`src/rtl/limb_sequencer.sv`:
```
// Multi-cycle fetch/decode/execute/writeback controller for the Limb 8-bit CPU.
// Holds pc, IR, call depth and rio_out; arithmetic lives in the external ALU.
module limb_sequencer #(
  parameter int STACK_DEPTH = 16
) (
  input  logic        clk,
  input  logic        reset,
  input  logic        run,
  output logic [7:0]  rom_addr,
  input  logic [31:0] rom_data,
  output logic [3:0]  rf_src_a,
  output logic [3:0]  rf_src_b,
  input  logic [7:0]  rf_out_a,
  input  logic [7:0]  rf_out_b,
  output logic [3:0]  rf_dst,
  output logic [7:0]  rf_wdata,
  output logic        rf_we,
  output logic [3:0]  alu_op,
  output logic [7:0]  alu_a,
  output logic [7:0]  alu_b,
  input  logic [7:0]  alu_out,
  output logic        ram_we,
  output logic [7:0]  ram_addr,
  output logic [7:0]  ram_din,
  input  logic [7:0]  ram_dout,
  output logic        stk_push,
  output logic        stk_pop,
  output logic [7:0]  stk_din,
  input  logic [7:0]  stk_dout,
  input  logic [7:0]  rio_in,
  output logic [7:0]  rio_out,
  output logic        halted,
  output logic        fault,
  output logic        retire
);

  localparam int DW = $clog2(STACK_DEPTH + 1);

  typedef enum logic [2:0] {
    S_FETCH,
    S_DECODE,
    S_EXEC,
    S_WB,
    S_RETWAIT,
    S_HALT
  } state_t;

  state_t          state_q, state_d;
  logic [7:0]      pc_q, pc_d;
  logic [31:0]     ir_q, ir_d;
  logic [DW-1:0]   depth_q, depth_d;
  logic [7:0]      rio_q, rio_d;
  logic            halted_q, halted_d;
  logic            fault_q, fault_d;

  logic            imm_a, imm_b;
  logic [1:0]      cls;
  logic [3:0]      func;
  logic [7:0]      fld_a, fld_b, fld_d;
  logic            is_alu, is_br, is_ld, is_st, is_in, is_out;
  logic            is_call, is_ret, is_halt;
  logic [7:0]      op_a, op_b, pc_inc;
  logic            br_taken, stack_full, stack_empty, operands_live;

  assign imm_a  = ir_q[31];
  assign imm_b  = ir_q[30];
  assign cls    = ir_q[29:28];
  assign func   = ir_q[27:24];
  assign fld_a  = ir_q[23:16];
  assign fld_b  = ir_q[15:8];
  assign fld_d  = ir_q[7:0];

  assign is_alu  = (cls == 2'b00);
  assign is_br   = (cls == 2'b01);
  assign is_ld   = (cls == 2'b10) && (func == 4'd0);
  assign is_st   = (cls == 2'b10) && (func == 4'd1);
  assign is_in   = (cls == 2'b10) && (func == 4'd2);
  assign is_out  = (cls == 2'b10) && (func == 4'd3);
  assign is_call = (cls == 2'b11) && (func == 4'd0);
  assign is_ret  = (cls == 2'b11) && (func == 4'd1);
  assign is_halt = (cls == 2'b11) && (func == 4'd2);

  assign op_a        = imm_a ? fld_a : rf_out_a;
  assign op_b        = imm_b ? fld_b : rf_out_b;
  assign pc_inc      = pc_q + 8'd1;
  assign stack_full  = (depth_q == DW'(STACK_DEPTH));
  assign stack_empty = (depth_q == '0);

  // Unsigned comparisons; funcs 7..15 are "never".
  always_comb begin
    br_taken = 1'b0;
    case (func)
      4'd0:    br_taken = (op_a == op_b);
      4'd1:    br_taken = (op_a != op_b);
      4'd2:    br_taken = (op_a <  op_b);
      4'd3:    br_taken = (op_a <= op_b);
      4'd4:    br_taken = (op_a >  op_b);
      4'd5:    br_taken = (op_a >= op_b);
      4'd6:    br_taken = 1'b1;
      default: br_taken = 1'b0;
    endcase
  end

  // Read addresses come straight from IR so they hold steady from DECODE to FETCH.
  assign rom_addr = pc_q;
  assign rf_src_a = fld_a[3:0];
  assign rf_src_b = (is_ld || is_st) ? 4'hF : fld_b[3:0];
  assign rf_dst   = fld_d[3:0];
  assign alu_op   = func;
  assign rio_out  = rio_q;
  assign halted   = halted_q;
  assign fault    = fault_q;

  assign operands_live = (state_q == S_DECODE) || (state_q == S_EXEC) || (state_q == S_WB);

  always_comb begin
    state_d  = state_q;
    pc_d     = pc_q;
    ir_d     = ir_q;
    depth_d  = depth_q;
    rio_d    = rio_q;
    halted_d = halted_q;
    fault_d  = fault_q;
    rf_we    = 1'b0;
    rf_wdata = 8'd0;
    alu_a    = 8'd0;
    alu_b    = 8'd0;
    ram_we   = 1'b0;
    ram_addr = 8'd0;
    ram_din  = 8'd0;
    stk_push = 1'b0;
    stk_pop  = 1'b0;
    stk_din  = 8'd0;
    retire   = 1'b0;

    if (operands_live) begin
      alu_a = op_a;
      alu_b = op_b;
      if (is_ld || is_st) ram_addr = rf_out_b;
      if (is_st)          ram_din  = op_a;
    end

    case (state_q)
      S_FETCH: begin
        if (run) begin
          ir_d    = rom_data;
          state_d = S_DECODE;
        end
      end
      S_DECODE: state_d = S_EXEC;
      S_EXEC: begin
        state_d = S_WB;
        if (is_call) begin
          if (stack_full) begin
            fault_d  = 1'b1;
            halted_d = 1'b1;
            state_d  = S_HALT;
          end else begin
            stk_push = 1'b1;
            stk_din  = pc_inc;
            depth_d  = depth_q + DW'(1);
          end
        end else if (is_ret) begin
          if (stack_empty) begin
            fault_d  = 1'b1;
            halted_d = 1'b1;
            state_d  = S_HALT;
          end else begin
            stk_pop = 1'b1;
            depth_d = depth_q - DW'(1);
            state_d = S_RETWAIT;
          end
        end else if (is_halt) begin
          retire   = 1'b1;
          halted_d = 1'b1;
          state_d  = S_HALT;
        end else if (is_st) begin
          ram_we = 1'b1;
        end else if (is_out) begin
          rio_d = op_a;
        end
      end
      S_WB: begin
        retire  = 1'b1;
        state_d = S_FETCH;
        // Writes to r0 are discarded.
        if ((is_alu || is_ld || is_in) && (fld_d[3:0] != 4'd0)) begin
          rf_we    = 1'b1;
          rf_wdata = is_ld ? ram_dout : (is_in ? rio_in : alu_out);
        end
        if (is_br)        pc_d = br_taken ? fld_d : pc_inc;
        else if (is_call) pc_d = fld_d;
        else              pc_d = pc_inc;
      end
      S_RETWAIT: begin
        retire  = 1'b1;
        pc_d    = stk_dout;
        state_d = S_FETCH;
      end
      S_HALT:  state_d = S_HALT;
      default: state_d = S_FETCH;
    endcase
  end

  always_ff @(posedge clk or posedge reset) begin
    if (reset) begin
      state_q  <= S_FETCH;
      pc_q     <= 8'd0;
      ir_q     <= 32'd0;
      depth_q  <= '0;
      rio_q    <= 8'd0;
      halted_q <= 1'b0;
      fault_q  <= 1'b0;
    end else begin
      state_q  <= state_d;
      pc_q     <= pc_d;
      ir_q     <= ir_d;
      depth_q  <= depth_d;
      rio_q    <= rio_d;
      halted_q <= halted_d;
      fault_q  <= fault_d;
    end
  end

endmodule

```
`config.mk`:
```
export PLATFORM = sky130hd
export DESIGN_NAME = limb_sequencer
export DESIGN_NICKNAME = d
export VERILOG_FILES = /design/src/rtl/limb_sequencer.sv
export SDC_FILE = /design/constraint.sdc
export NUM_CORES = 1
export LEC_CHECK = 0
export ABC_AREA = 1
export ABC_CLOCK_PERIOD_IN_PS = 2270
export BUFFER_PORTS_ARGS = -buffer_cell sky130_fd_sc_hd__buf_2
export CAP_MARGIN = 20
export CORE_UTILIZATION = 40
export CTS_CLUSTER_DIAMETER = 40
export DETAILED_ROUTE_END_ITERATION = 7
export MAX_ROUTING_LAYER = met4
export PLACE_DENSITY = 0.72
export SLEW_MARGIN = 25
export SYNTH_ARGS = -nofsm -noshare
export SYNTH_HDL_FRONTEND = slang
export SYNTH_SLANG_ARGS = --single-unit
```
`constraint.sdc`:
```
create_clock -name clk -period 2.27 [get_ports clk]
set_input_delay 0.3405 -clock clk [delete_from_list [all_inputs] [get_ports clk]]
set_output_delay 0.3405 -clock clk [all_outputs]
set_load 0.01 [all_outputs]
```
After elaboration in Yosys (flattened, before gate mapping) --
Index checks and enable logic that the tools add are counted.
Word-level totals: output and inout port bits 87, bits in registers 58
Cells by class: reduce and logical (&&, ||, !) cells 28, muxes and demuxes 57, $lt $le $gt $ge 4, equal/unequal tests 22, $add $sub $neg 3, bitwise gates (word level) 4
Operator list (number):
- $mux W8 | 18
- $mux W1 | 25
- $mux W5 | 4
- $pmux W8 S2 | 1
- $mux W3 | 5
- $eq A4 B3 Y1 const B | 3
- $pmux W3 S4 | 1
- $reduce_and A4 Y1 | 3
- $add A8 B1 Y8 const B | 1
- $eq A4 B2 Y1 const B | 2
- $eq A8 B8 Y1 | 1
- $ge A8 B8 Y1 | 1
- $gt A8 B8 Y1 | 1
- $le A8 B8 Y1 | 1
- $logic_and A1 B1 Y1 | 8
- $lt A8 B8 Y1 | 1
- $ne A8 B8 Y1 | 1
- $pmux W1 S7 | 1
- $eq A3 B2 Y1 const B | 2
- $eq A3 B3 Y1 const B | 2
- $ne A2 B2 Y1 const B | 3
- $reduce_and A6 Y1 | 1
- $reduce_bool A2 Y1 | 3
- $add A5 B1 Y5 const B | 1
- other kinds (20) | 28

Longest topological paths before layout --
Gate-level depths: netlist (run 1).
depth after elaboration 7, gate-level depth with buffers 21

Least setup slack after synthesis (run 1) --
OpenSTA, ideal clock, no wires.
path type flip-flop to flip-flop, start register ir_q[31], end register pc_q[5], in the netlist rom_addr[5], setup time 0.117 ns, path slack -0.038 ns, clock period less this slack 2.308 ns, buffers on the path 1, stages on the path, launching flop included 16, data arrival time 2.192 ns, cells stage by stage dfrtp_1 clkbuf_1 o21ai_0 inv_1 ha_1 a21o_1 nor2_1 nand2_1 nand2_1 nand2_2 nand3_4 nand2_1 nand3_1 nand2_1 nand2_1 nand2_1
Between the ends: cells in the longest elaborated chain, start to end 6
RTL lines:
- start, declared | RTL line 50 | logic [31:0] ir_q, ir_d;
- start signal, assigned | RTL line 217 | ir_q <= ir_d;
- $mux W8 * | RTL line 83 | assign op_a = imm_a ? fld_a : rf_out_a;
- named net op_a[7] | RTL line 62 | logic [7:0] op_a, op_b, pc_inc;
- $ge A8 B8 Y1 (tied with other cells) | RTL line 98 | 4'd5: br_taken = (op_a >= op_b);
- $pmux W1 S7 * | RTL line 92 | case (func)
- $mux W8 * (2 in a row) | RTL line 191 | if (is_br) pc_d = br_taken ? fld_d : pc_inc;
- $pmux W8 S2 * | RTL line 143 | case (state_q)
- end signal, assigned | RTL line 216 | pc_q <= pc_d;
- end, declared | RTL line 49 | logic [7:0] pc_q, pc_d;
Mark *: on every way through the listed nets, which the timed path passes. The rest lies on a longest branch. A chain may end at the register's enable or synchronous reset.

Worst setup path in the final report (run 1) --
start register ir_q[31], end register pc_q[6], in the netlist rom_addr[6]
Between the ends: cells in the longest elaborated chain, start to end 6
RTL lines (RTL line):
- $mux W8 * | 83
- $ge A8 B8 Y1 (tied with other cells) | 98
- $pmux W1 S7 * | 92
- $mux W8 * (2 in a row) | 191
- $pmux W8 S2 * | 143
Every way passes the cells marked *; elsewhere a longest branch is shown, timed or not.

==> results of run 1 <==
-- flip-flops by register name, summed over array words and instances (netlist names) --
signal    cells
halted        1
ir_q         32
rio_out       8
state_q       3
rom_addr      8
fault         1
depth_q       5
-- metrics by stage --
step	hold WS, ns	setup TNS (ns)
6_report	0.237	-0.131
5_1_grt	0.223	-2.37
4_1_cts	0.222	0
3_5_place_dp	0.265	-1.65
3_3_place_gp	0.261	-1.24
2_1_floorplan	0.475	0
-- worst paths after layout --
check                                           to  cells past startpoint
setup / recovery           rom_addr[6]$_DFFE_PP0P_                     16
hold / removal                ir_q[13]$_DFFE_PP0P_                      2
setup reg to reg           rom_addr[6]$_DFFE_PP0P_                     16
hold reg to reg             rio_out[2]$_DFFE_PP0P_                      2
max in group asynchronous     ir_q[30]$_DFFE_PP0P_                      4
min in group asynchronous     ir_q[22]$_DFFE_PP0P_                      3
-- critical path, delay by kind of cell (launching register included) --
family	cells	cell delay [ns]
buffers and inverters	4	0.48
adders and majority gates	1	0.28
AOI/OAI and AO/OA	1	0.07
and+or+nand+nor	9	0.75
DFF	1	0.42
muxes	1	0.19
-- power breakdown --
group / switching [mW] / internal (mW)
registers: 0.349 / 1.48
logic: 2.84 / 2.01
clock network: 0.409 / 0.506
total: 3.60 / 3.99
-- Yosys cell counts, types with 2 or more instances --
cell type | instances | area [um2]
xor2_1 | 5 | 43.8
o211ai_1 | 9 | 67.6
nor3_1 | 16 | 80.1
inv_1 | 71 | 267
nor3b_1 | 4 | 30.0
o21ai_0 | 36 | 180
nand2_1 | 115 | 432
nand2_4 | 2 | 22.5
buf_2 | 7 | 35.0
nand2_2 | 7 | 43.8
ha_1 | 12 | 150
xnor2_1 | 5 | 43.8
nand4_1 | 9 | 56.3
nand3_1 | 40 | 200
mux2_2 | 7 | 78.8
clkbuf_1 | 9 | 33.8
buf_4 | 14 | 105
nor2_2 | 2 | 12.5
inv_2 | 7 | 26.3
dfrtp_1 | 58 | 1450
nor2_1 | 70 | 263
a21oi_1 | 47 | 235
a21o_1 | 2 | 15.0
clkinv_1 | 2 | 7.51
-- cell type report --
class | count | area (um2)
Antenna cell | 1 | 2.50
Clock buffer | 13 | 179
Clock inverter | 2 | 10.0
Fill cell | 920 | 3950
Inverter | 81 | 328
Multi-Input combinational cell | 402 | 2420
Sequential cell | 58 | 1450
Tap cell | 133 | 166
Timing Repair Buffer | 224 | 1300
Timing Repair inverter | 1 | 7.51
-- logic make-up (layout without fill, tap and decap cells) --
logic type / after synthesis / in the layout / synth area share [%]
simple gates: 274 / 275 / 30.6
mux: 9 / 9 / 2.56
fa+ha+maj: 13 / 13 / 4.19
compound gates: 95 / 95 / 12.5
flops: 58 / 58 / 35.7
buf+inv: 113 / 321 / 12.3
xor+xnor: 10 / 10 / 2.16
other cells: 0 / 1 / 0
-- timing repair --
item	CTS	global route
endpoints found under the hold margin	8	0
hold buffers	1	0
setup buffers	11	12
endpoints found under the setup margin	31	36
pin swaps	12	18
gates resized for setup	35	57
gates cloned	2	0
-- layer usage --
metal	routed length, um	vias to the layer above	part of all wire, %	global-route usage [%]
met2	6330	225	47	40.7
met4	391	0	2.9	8.88
met5	0	-	0	-
li1	-	2260	-	-
met3	909	34	6.8	4.00
met1	5770	2157	43	32.9
==> impl_metrics.yaml, run 1 <==
run_status:
  status: "finished, violations left"
  violations: "negative setup slack"
cts:
  clkSlewWorstSetupHoldPaths_ns: 0.06
  cts_tree: "yes"
  cts_buffers: 9
  h-tree-depth: 3
  cts_root_buf: "clkbuf_8"
  clk_path_buf_depth: 2
  cts_sinks: 58
  insertion_delay_ns: 0.34
final_layout:
  finalNonFillerCells: 915
  final_cell_mix: "buf_2 (169), nand2_1 (102), inv_1 (66)"
  final_area_um2: 5870
  utilization_pct: 59.7
  fin_nets: 873
  areaGrowthSynthToFinish_pct: 44.5
  final_common_cell: "buf_2"
  layout-drive-gt1-share_pct: 42.1
worst_hold_path:
  min-delay-start: "rom_data[13]"
  hp-class: "input pin to flop"
floorplan:
  die-area_um2: 10600
  io_pins: 170
  core_um2: 9820
  die_h_um: 103
  start_util_pct: 41.3
  row_count: 36
  die_x_um: 103
power_and_ir_drop:
  worst_ir_drop_vdd_v: 0.000576
  finalPower_mw: 7.59
  power.leakage_nw: 3.29
  cellPowerDensity_nw_per_um2: 1290
worst_setup_path:
  cp-start-kind: "flop"
  reg2reg_from: "ir_q[31]$_DFFE_PP0P_"
  critical_path.startpoint: "ir_q[31]$_DFFE_PP0P_"
  endpoint_kind: "flop"
  slowest_delay_ns: 0.42
  critPathSlowestCell: "dfrtp_2"
  crit_type: "flop to flop"
  arrival_ns: 2.54
  crit_top_cell: "nand2_1"
  worstPathCellList: "buf_12, buf_6, mux2i_4, ha_4, nand2_4, nor2_4, a21oi_2, nor2_2, nand2_2, inv_4, buf_4, nand4_1, nand3_1, nand2_1, nand2_1, nand2_1"
  required_ns: 2.50
  reg2reg_slack_ns: -0.05
  cp_max_fo: 8
routing:
  drt-total-wl_mm: 13.4
  drc: 0
  wire_per_inst_um: 14.6
  postRouteAntennaNets: 0
  drtIter0Drc: 289
  drt-vias-per-instance: 5.11
  first_pass_iters: 5
  vias: 4676
synth:
  synthesis.nets: 668
  syn-cell-area_um2: 4060
  postSynthRegisterBits: 58
  ys_warn_count: 0
  syn-instance-count: 572
  synth-seq-area-share_pct: 35.7
  ys_async_sr_fraction_pct: 100
  synth_edf_count: 0
  synth_area_per_cell_um2: 7.10
  synth.distinct_cells: 40
  ys.flop_type: "dfrtp_1"
place:
  globalplace.congestion: 0.960
  numPortBuffers: 169
  dpl.cell_count: 874
  post-place-ws_ns: -0.219
  dpl.hpwl_mm: 9.87
  placed_area_um2: 5140
timing:
  rsz0062_at_grt: "true"
  skew_ns: 0.0108
  fin_ws_ns: -0.0464
  fmax_ghz: 0.432
  period_share_pct: 102
  worst_pin_slew_ns: 0.647
  max-slew-margin-rel_pct: 56.7
  slew_viol_final: 0
  setup_violations: 7
  hold_violations: 0
  min_period_ns: 2.32
grt:
  gr-total-overflow: 0
  grt_pass1_wl_mm: 19.9
  grt_max_degree: 51
  antenna_found_initial: 1
  grt_util_all_layers_pct: 25.5
  grt_pass1_vias: 4103
flow_run:
  cap_violations: 0
Power figures use the tool's default switching activity.
==> run 2: changes to the inputs <==
--- a/config.mk
+++ b/config.mk
@@ -9,7 +9,9 @@
 export ABC_CLOCK_PERIOD_IN_PS = 2270
 export BUFFER_PORTS_ARGS = -buffer_cell sky130_fd_sc_hd__buf_2
 export CAP_MARGIN = 20
+export CORE_MARGIN = 10
 export CORE_UTILIZATION = 40
+export CTS_BUF_LIST = sky130_fd_sc_hd__clkbuf_4 sky130_fd_sc_hd__clkbuf_8
 export CTS_CLUSTER_DIAMETER = 40
 export DETAILED_ROUTE_END_ITERATION = 7
 export MAX_ROUTING_LAYER = met4
==> run 2 against run 1 <==
Against the previous run:
- the run still ends with negative setup slack left
- flip-flop and latch count is the same
- critical path type unchanged
- clock power shrank 4.4%
- clock-buffer cell count shrank 4
- final cell count grew 1.6%
- non-clock buffer count grew 13
==> impl_metrics.yaml, run 2 (same netlist as run 1, synthesis figures left out) <==
timing:
  min_period_ns: 2.32
  hold_ws_ns: 0.113
  skew_ns: 0.0117
  setup_violations: 14
  slew_viol_final: 0
  fin_ws_ns: -0.0505
  hold_violations: 0
  fin_tns_setup_ns: -0.246
  max-slew-margin-rel_pct: 43.7
  fmax_ghz: 0.431
  rsz0062_at_grt: "true"
  period_share_pct: 102
  worst_pin_slew_ns: 0.839
run_status:
  violations: "negative setup slack"
  status: "finished, violations left"
power_and_ir_drop:
  power.leakage_nw: 3.40
  worst_ir_drop_vdd_v: 0.000562
  pwr-share-seq_pct: 22.8
  p_sw_mw: 4.00
  finalPower_mw: 8.15
  p_comb_share_pct: 66.5
  switching_share_pct: 49.1
  cellPowerDensity_nw_per_um2: 1310
  internal-power_mw: 4.15
  clkPwrFrac_pct: 10.7
cts:
  cts_buffers: 9
  h-tree-depth: 3
  cts_tree: "yes"
  clkSlewWorstSetupHoldPaths_ns: 0.08
  clk_path_buf_depth: 2
  cts_hold_buf: 0
  cts_sinks: 58
  cts_root_buf: "clkbuf_8"
  insertion_delay_ns: 0.35
final_layout:
  max_flop_register: "ir_q"
  finalNonFillerCells: 930
  final_common_cell: "buf_2"
  layout-drive-gt1-share_pct: 47.3
  areaGrowthSynthToFinish_pct: 52.9
  final_cell_mix: "buf_2 (164), nand2_1 (96), inv_1 (62)"
  antenna_cells: 0
  fin_nets: 888
  largest_register_ffs: 32
floorplan:
  io_pins: 170
  die_h_um: 121
  start_util_pct: 41.3
  row_count: 36
  core_um2: 9820
  die_x_um: 121
  die-area_um2: 14600
place:
  dpl.hpwl_mm: 11.5
  globalplace.congestion: 0.966
  numPortBuffers: 169
  dpl.cell_count: 878
grt:
  grt_pass1_vias: 4685
  gr-total-overflow: 0
  grt_pass1_wl_mm: 23.4
  grt_util_all_layers_pct: 20.3
  grt_max_degree: 41
  antenna_found_initial: 0
worst_setup_path:
  required_ns: 2.56
  cp_max_fo: 8
  reg2reg_from: "ir_q[31]$_DFFE_PP0P_"
  r2r-end: "rom_addr[7]$_DFFE_PP0P_"
  arrival_ns: 2.61
  endpoint_kind: "flop"
  cp-start-kind: "flop"
  ff2ff_path_depth: 16
  reg2reg_slack_ns: -0.05
  crit_type: "flop to flop"
routing:
  vias: 4789
  drc: 0
  drtIter0Drc: 279
  drt-total-wl_mm: 15.7
  postRouteAntennaNets: 0
  drt-vias-per-instance: 5.15
  wire_per_inst_um: 16.8
  first_pass_iters: 5
worst_hold_path:
  hp-class: "input pin to async pin"
flow_run:
  cap_violations: 0
[run 2: layer usage]
| metal | track usage, % | share of wire, % |
|---|---|---|
| met3 | 4.00 | 7.0 |
| met1 | 24.2 | 41 |
| met4 | 6.94 | 2.2 |
| met5 | - | 0 |
| met2 | 33.6 | 50 |
[run 2: worst max path at each step]
stage	from	end	slack [ns]	cells past startpoint
6_report	ir_q[31]$_DFFE_PP0P_	rom_addr[7]$_DFFE_PP0P_	-0.05	16
5_1_grt	ir_q[31]$_DFFE_PP0P_	rom_addr[7]$_DFFE_PP0P_	-0.20	16
4_1_cts	ir_q[31]$_DFFE_PP0P_	rom_addr[0]$_DFFE_PP0P_	-0.01	15
3_5_place_dp	ir_q[31]$_DFFE_PP0P_	rom_addr[0]$_DFFE_PP0P_	-0.21	15
3_3_place_gp	ir_q[31]$_DFFE_PP0P_	rom_addr[3]$_DFFE_PP0P_	-0.16	15
2_1_floorplan	ir_q[30]$_DFFE_PP0P_	rom_addr[3]$_DFFE_PP0P_	0.004	18
[run 2: layout make-up]
class | count | area, um2
clock buffers | 9 | 124
clock inverters | 7 | 56.3
fillers | 873 | 3610
inverters | 81 | 324
multi-input cells | 403 | 2610
flip-flops and latches | 58 | 1460
well taps | 133 | 166
repair buffers | 237 | 1460
repair inverters | 2 | 12.5
[run 2: critical path, cell delays in order, from the launching register on]
cell and delay, ns:
dfrtp_2 0.43, buf_12 0.16, o21ai_4 0.13, inv_1 0.10, ha_4 0.28, nand2_4 0.05
nor2_4 0.19, nand2_2 0.12, nand4_1 0.10, nand2_2 0.10, nand2_4 0.12, nand3_4 0.14
nand2_2 0.11, nand3_2 0.06, nand2_1 0.06, nand2_1 0.05, nand2_1 0.06
[run 2: through the flow]
stage          setup slack (ns)  util, %  area, um2
2_1_floorplan           0.00392        -       4060
3_3_place_gp             -0.163     52.8       5180
3_5_place_dp             -0.211     52.8       5180
4_1_cts                 -0.0126     58.4       5730
5_1_grt                  -0.196     63.2       6210
6_report                -0.0505     63.2       6210
[run 2: power groups by stage]
stage / Combinational [mW] / Sequential, mW / Clock [mW]
final: 5.42 / 1.86 / 0.875
after global routing: 5.88 / 1.92 / 0.930
after CTS: 4.64 / 1.83 / 0.884
after detailed placement: 3.99 / 1.86 / 0
after global placement: 3.92 / 1.83 / 0
after floorplan: 2.52 / 1.81 / 0
[run 2: repair_timing]
action                                 in CTS  in global routing
cloned                                      3                  1
pin swaps                                  21                 41
setup buffers                              20                 13
gates resized for setup                    70                 87
setup endpoints to repair                  36                 34
endpoints found under the hold margin       0                  0
==> run 3: changes to the inputs <==
--- a/config.mk
+++ b/config.mk
@@ -9,6 +9,7 @@
 export ABC_CLOCK_PERIOD_IN_PS = 2270
 export BUFFER_PORTS_ARGS = -buffer_cell sky130_fd_sc_hd__buf_2
 export CAP_MARGIN = 20
+export CORE_ASPECT_RATIO = 1.5
 export CORE_MARGIN = 10
 export CORE_UTILIZATION = 40
 export CTS_BUF_LIST = sky130_fd_sc_hd__clkbuf_4 sky130_fd_sc_hd__clkbuf_8
==> run 3 against run 2 <==
Against the previous run:
- the run still ends with negative setup slack left
- register-to-register slack is essentially flat
- clock skew shrank 0.0044 ns
- via count shrank 3.8%
- cell area shrank 3.8%
- global-route usage shrank 0.84 points
- critical path depth is the same
- total power shrank 4.5%
- die area grew 0.57%
- critical endpoint unchanged
- core utilization shrank 3.6 points
- combinational power shrank 7.6%
- non-clock buffer count shrank 12
==> impl_metrics.yaml, run 3 (same netlist as run 1, synthesis figures left out) <==
run_status:
  status: "finished, violations left"
  violations: "negative setup slack"
cts:
  cts_hold_buf: 0
  cts_buffers: 9
  clkSlewWorstSetupHoldPaths_ns: 0.07
  cts_sinks: 58
  cts_root_buf: "clkbuf_8"
  h-tree-depth: 3
  clk_path_buf_depth: 2
  cts_tree: "yes"
  insertion_delay_ns: 0.34
grt:
  gr-total-overflow: 0
  grt_pass1_vias: 4736
  grt_max_degree: 39
  grt_util_all_layers_pct: 19.5
  antenna_found_initial: 1
  grt_pass1_wl_mm: 22.2
timing:
  max-slew-margin-rel_pct: 56.8
  min_period_ns: 2.32
  slew_viol_final: 0
  period_share_pct: 102
  fin_ws_ns: -0.0478
  skew_ns: 0.00733
  rsz0062_at_grt: "true"
  hold_ws_ns: 0.0260
  hold_violations: 0
  worst_pin_slew_ns: 0.643
  setup_violations: 8
  fmax_ghz: 0.431
final_layout:
  max_flop_register: "ir_q"
  fin_nets: 875
  areaGrowthSynthToFinish_pct: 47.0
  finalNonFillerCells: 901
  layout-drive-gt1-share_pct: 44.6
  utilization_pct: 59.6
  final_cell_mix: "buf_2 (169), nand2_1 (96), nor2_1 (61)"
  largest_register_ffs: 32
  final_common_cell: "buf_2"
power_and_ir_drop:
  power.leakage_nw: 3.34
  cellPowerDensity_nw_per_um2: 1300
  worst_ir_drop_vdd_v: 0.000802
  finalPower_mw: 7.79
place:
  dpl.cell_count: 855
  dpl.hpwl_mm: 10.7
  globalplace.congestion: 0.866
  post-place-ws_ns: -0.272
  numPortBuffers: 169
worst_hold_path:
  hp-class: "input pin to async pin"
floorplan:
  row_count: 45
  die_h_um: 143
  die-area_um2: 14700
  io_pins: 170
  core_um2: 10000
  die_x_um: 102
  start_util_pct: 40.5
routing:
  wire_per_inst_um: 16.1
  drc: 0
  dr.max_layer_used: "met4"
  first_pass_iters: 4
  met3WireLength_um: 999
  postRouteAntennaNets: 0
  wl_met2_mm: 7.72
  drt-met1-wl_mm: 5.48
  vias: 4607
  drt-vias-per-instance: 5.11
  drtIter0Drc: 236
  drt-total-wl_mm: 14.5
flow_run:
  cap_violations: 0
worst_setup_path:
  cpLargestDelayFamily: "simple AND/OR/NAND/NOR gates"
  cp_max_fo: 8
  arrival_ns: 2.60
  required_ns: 2.55
  endpoint_kind: "flop"
  critPathSlowestCell: "dfrtp_2"
  worstPathCellList: "buf_12, o21ai_4, inv_1, ha_4, nand2_2, nor2_4, a21oi_2, nor2_2, nand2_4, inv_6, nand3_4, nand2_2, nand3_2, nand2_1, nand2_1, nand2_1"
  worst-path-buf-inv: 3
  slowest_delay_ns: 0.46
  crit_top_cell: "nand2_1"
  crit_type: "flop to flop"
  cp-start-kind: "flop"
==> run 3: changes by cell type in the layout (fill, tap and decap cells not counted), sizes merged <==
cell,before,now
clkbuf,9,14
diode,0,1
buf,237,225
clkinv,7,3
clkinvlp,5,2
==> run 3: worst paths after layout <==
kind	start	endpoint	slack (ns)	cells past startpoint
setup reg to reg	ir_q[31]$_DFFE_PP0P_	rom_addr[7]$_DFFE_PP0P_	-0.05	16
max in group asynchronous	reset	ir_q[27]$_DFFE_PP0P_	1.64	3
hold / removal	reset	ir_q[11]$_DFFE_PP0P_	0.03	2
min in group clk	rom_data[12]	ir_q[12]$_DFFE_PP0P_	0.23	2
setup / recovery	ir_q[31]$_DFFE_PP0P_	rom_addr[7]$_DFFE_PP0P_	-0.05	16
hold reg to reg	halted$_DFFE_PP0P_	halted$_DFFE_PP0P_	0.46	1
==> run 3: what timing repair did <==
action                                  4_1_cts  5_1_grt
pin swaps                                    12       30
endpoints found under the setup margin       35       45
endpoints found under the hold margin         0        0
buffers inserted                             13       15
gates cloned                                  2        1
resized for setup                            41       78
==> run 3: per-stage QoR <==
step | TNS [ns] | area (um2)
2_1_floorplan | 0 | 4060
3_3_place_gp | -1.71 | 5100
3_5_place_dp | -2.00 | 5100
4_1_cts | -0.00179 | 5530
5_1_grt | -1.91 | 5970
6_report | -0.297 | 5970
==> run 3: final cells by class <==
| cell class | count | area [um2] |
|---|---|---|
| Antenna cell | 1 | 2.50 |
| Clock buffer | 14 | 186 |
| Clock inverter | 1 | 7.51 |
| Fill cell | 916 | 4050 |
| Inverter | 81 | 318 |
| Multi-Input combinational cell | 403 | 2530 |
| Sequential cell | 58 | 1460 |
| Tap cell | 117 | 146 |
| Timing Repair Buffer | 225 | 1310 |
| Timing Repair inverter | 1 | 7.51 |
==> run 3: worst reg2reg max path: stages, from the launching register on <==
cell and delay (ns):
dfrtp_2 0.46, buf_12 0.16, o21ai_4 0.16, inv_1 0.10, ha_4 0.27, nand2_2 0.06, nor2_4 0.16, a21oi_2 0.08
nor2_2 0.18, nand2_4 0.10, inv_6 0.08, nand3_4 0.13, nand2_2 0.10, nand3_2 0.05, nand2_1 0.06, nand2_1 0.04
nand2_1 0.06
==> run 3: routing by layer <==
layer	vias up	GRT usage, %
met4	0	7.68
met5	-	-
met1	2144	20.4
met2	185	33.8
met3	30	5.29
li1	2248	-
==> run 3: power by group <==
group          switching (mW)  leakage (nW)  internal [mW]
Sequential              0.361         0.659           1.48
Combinational            2.95          2.58           2.06
Clock                   0.415        0.0982          0.522
Total                    3.72          3.34           4.06
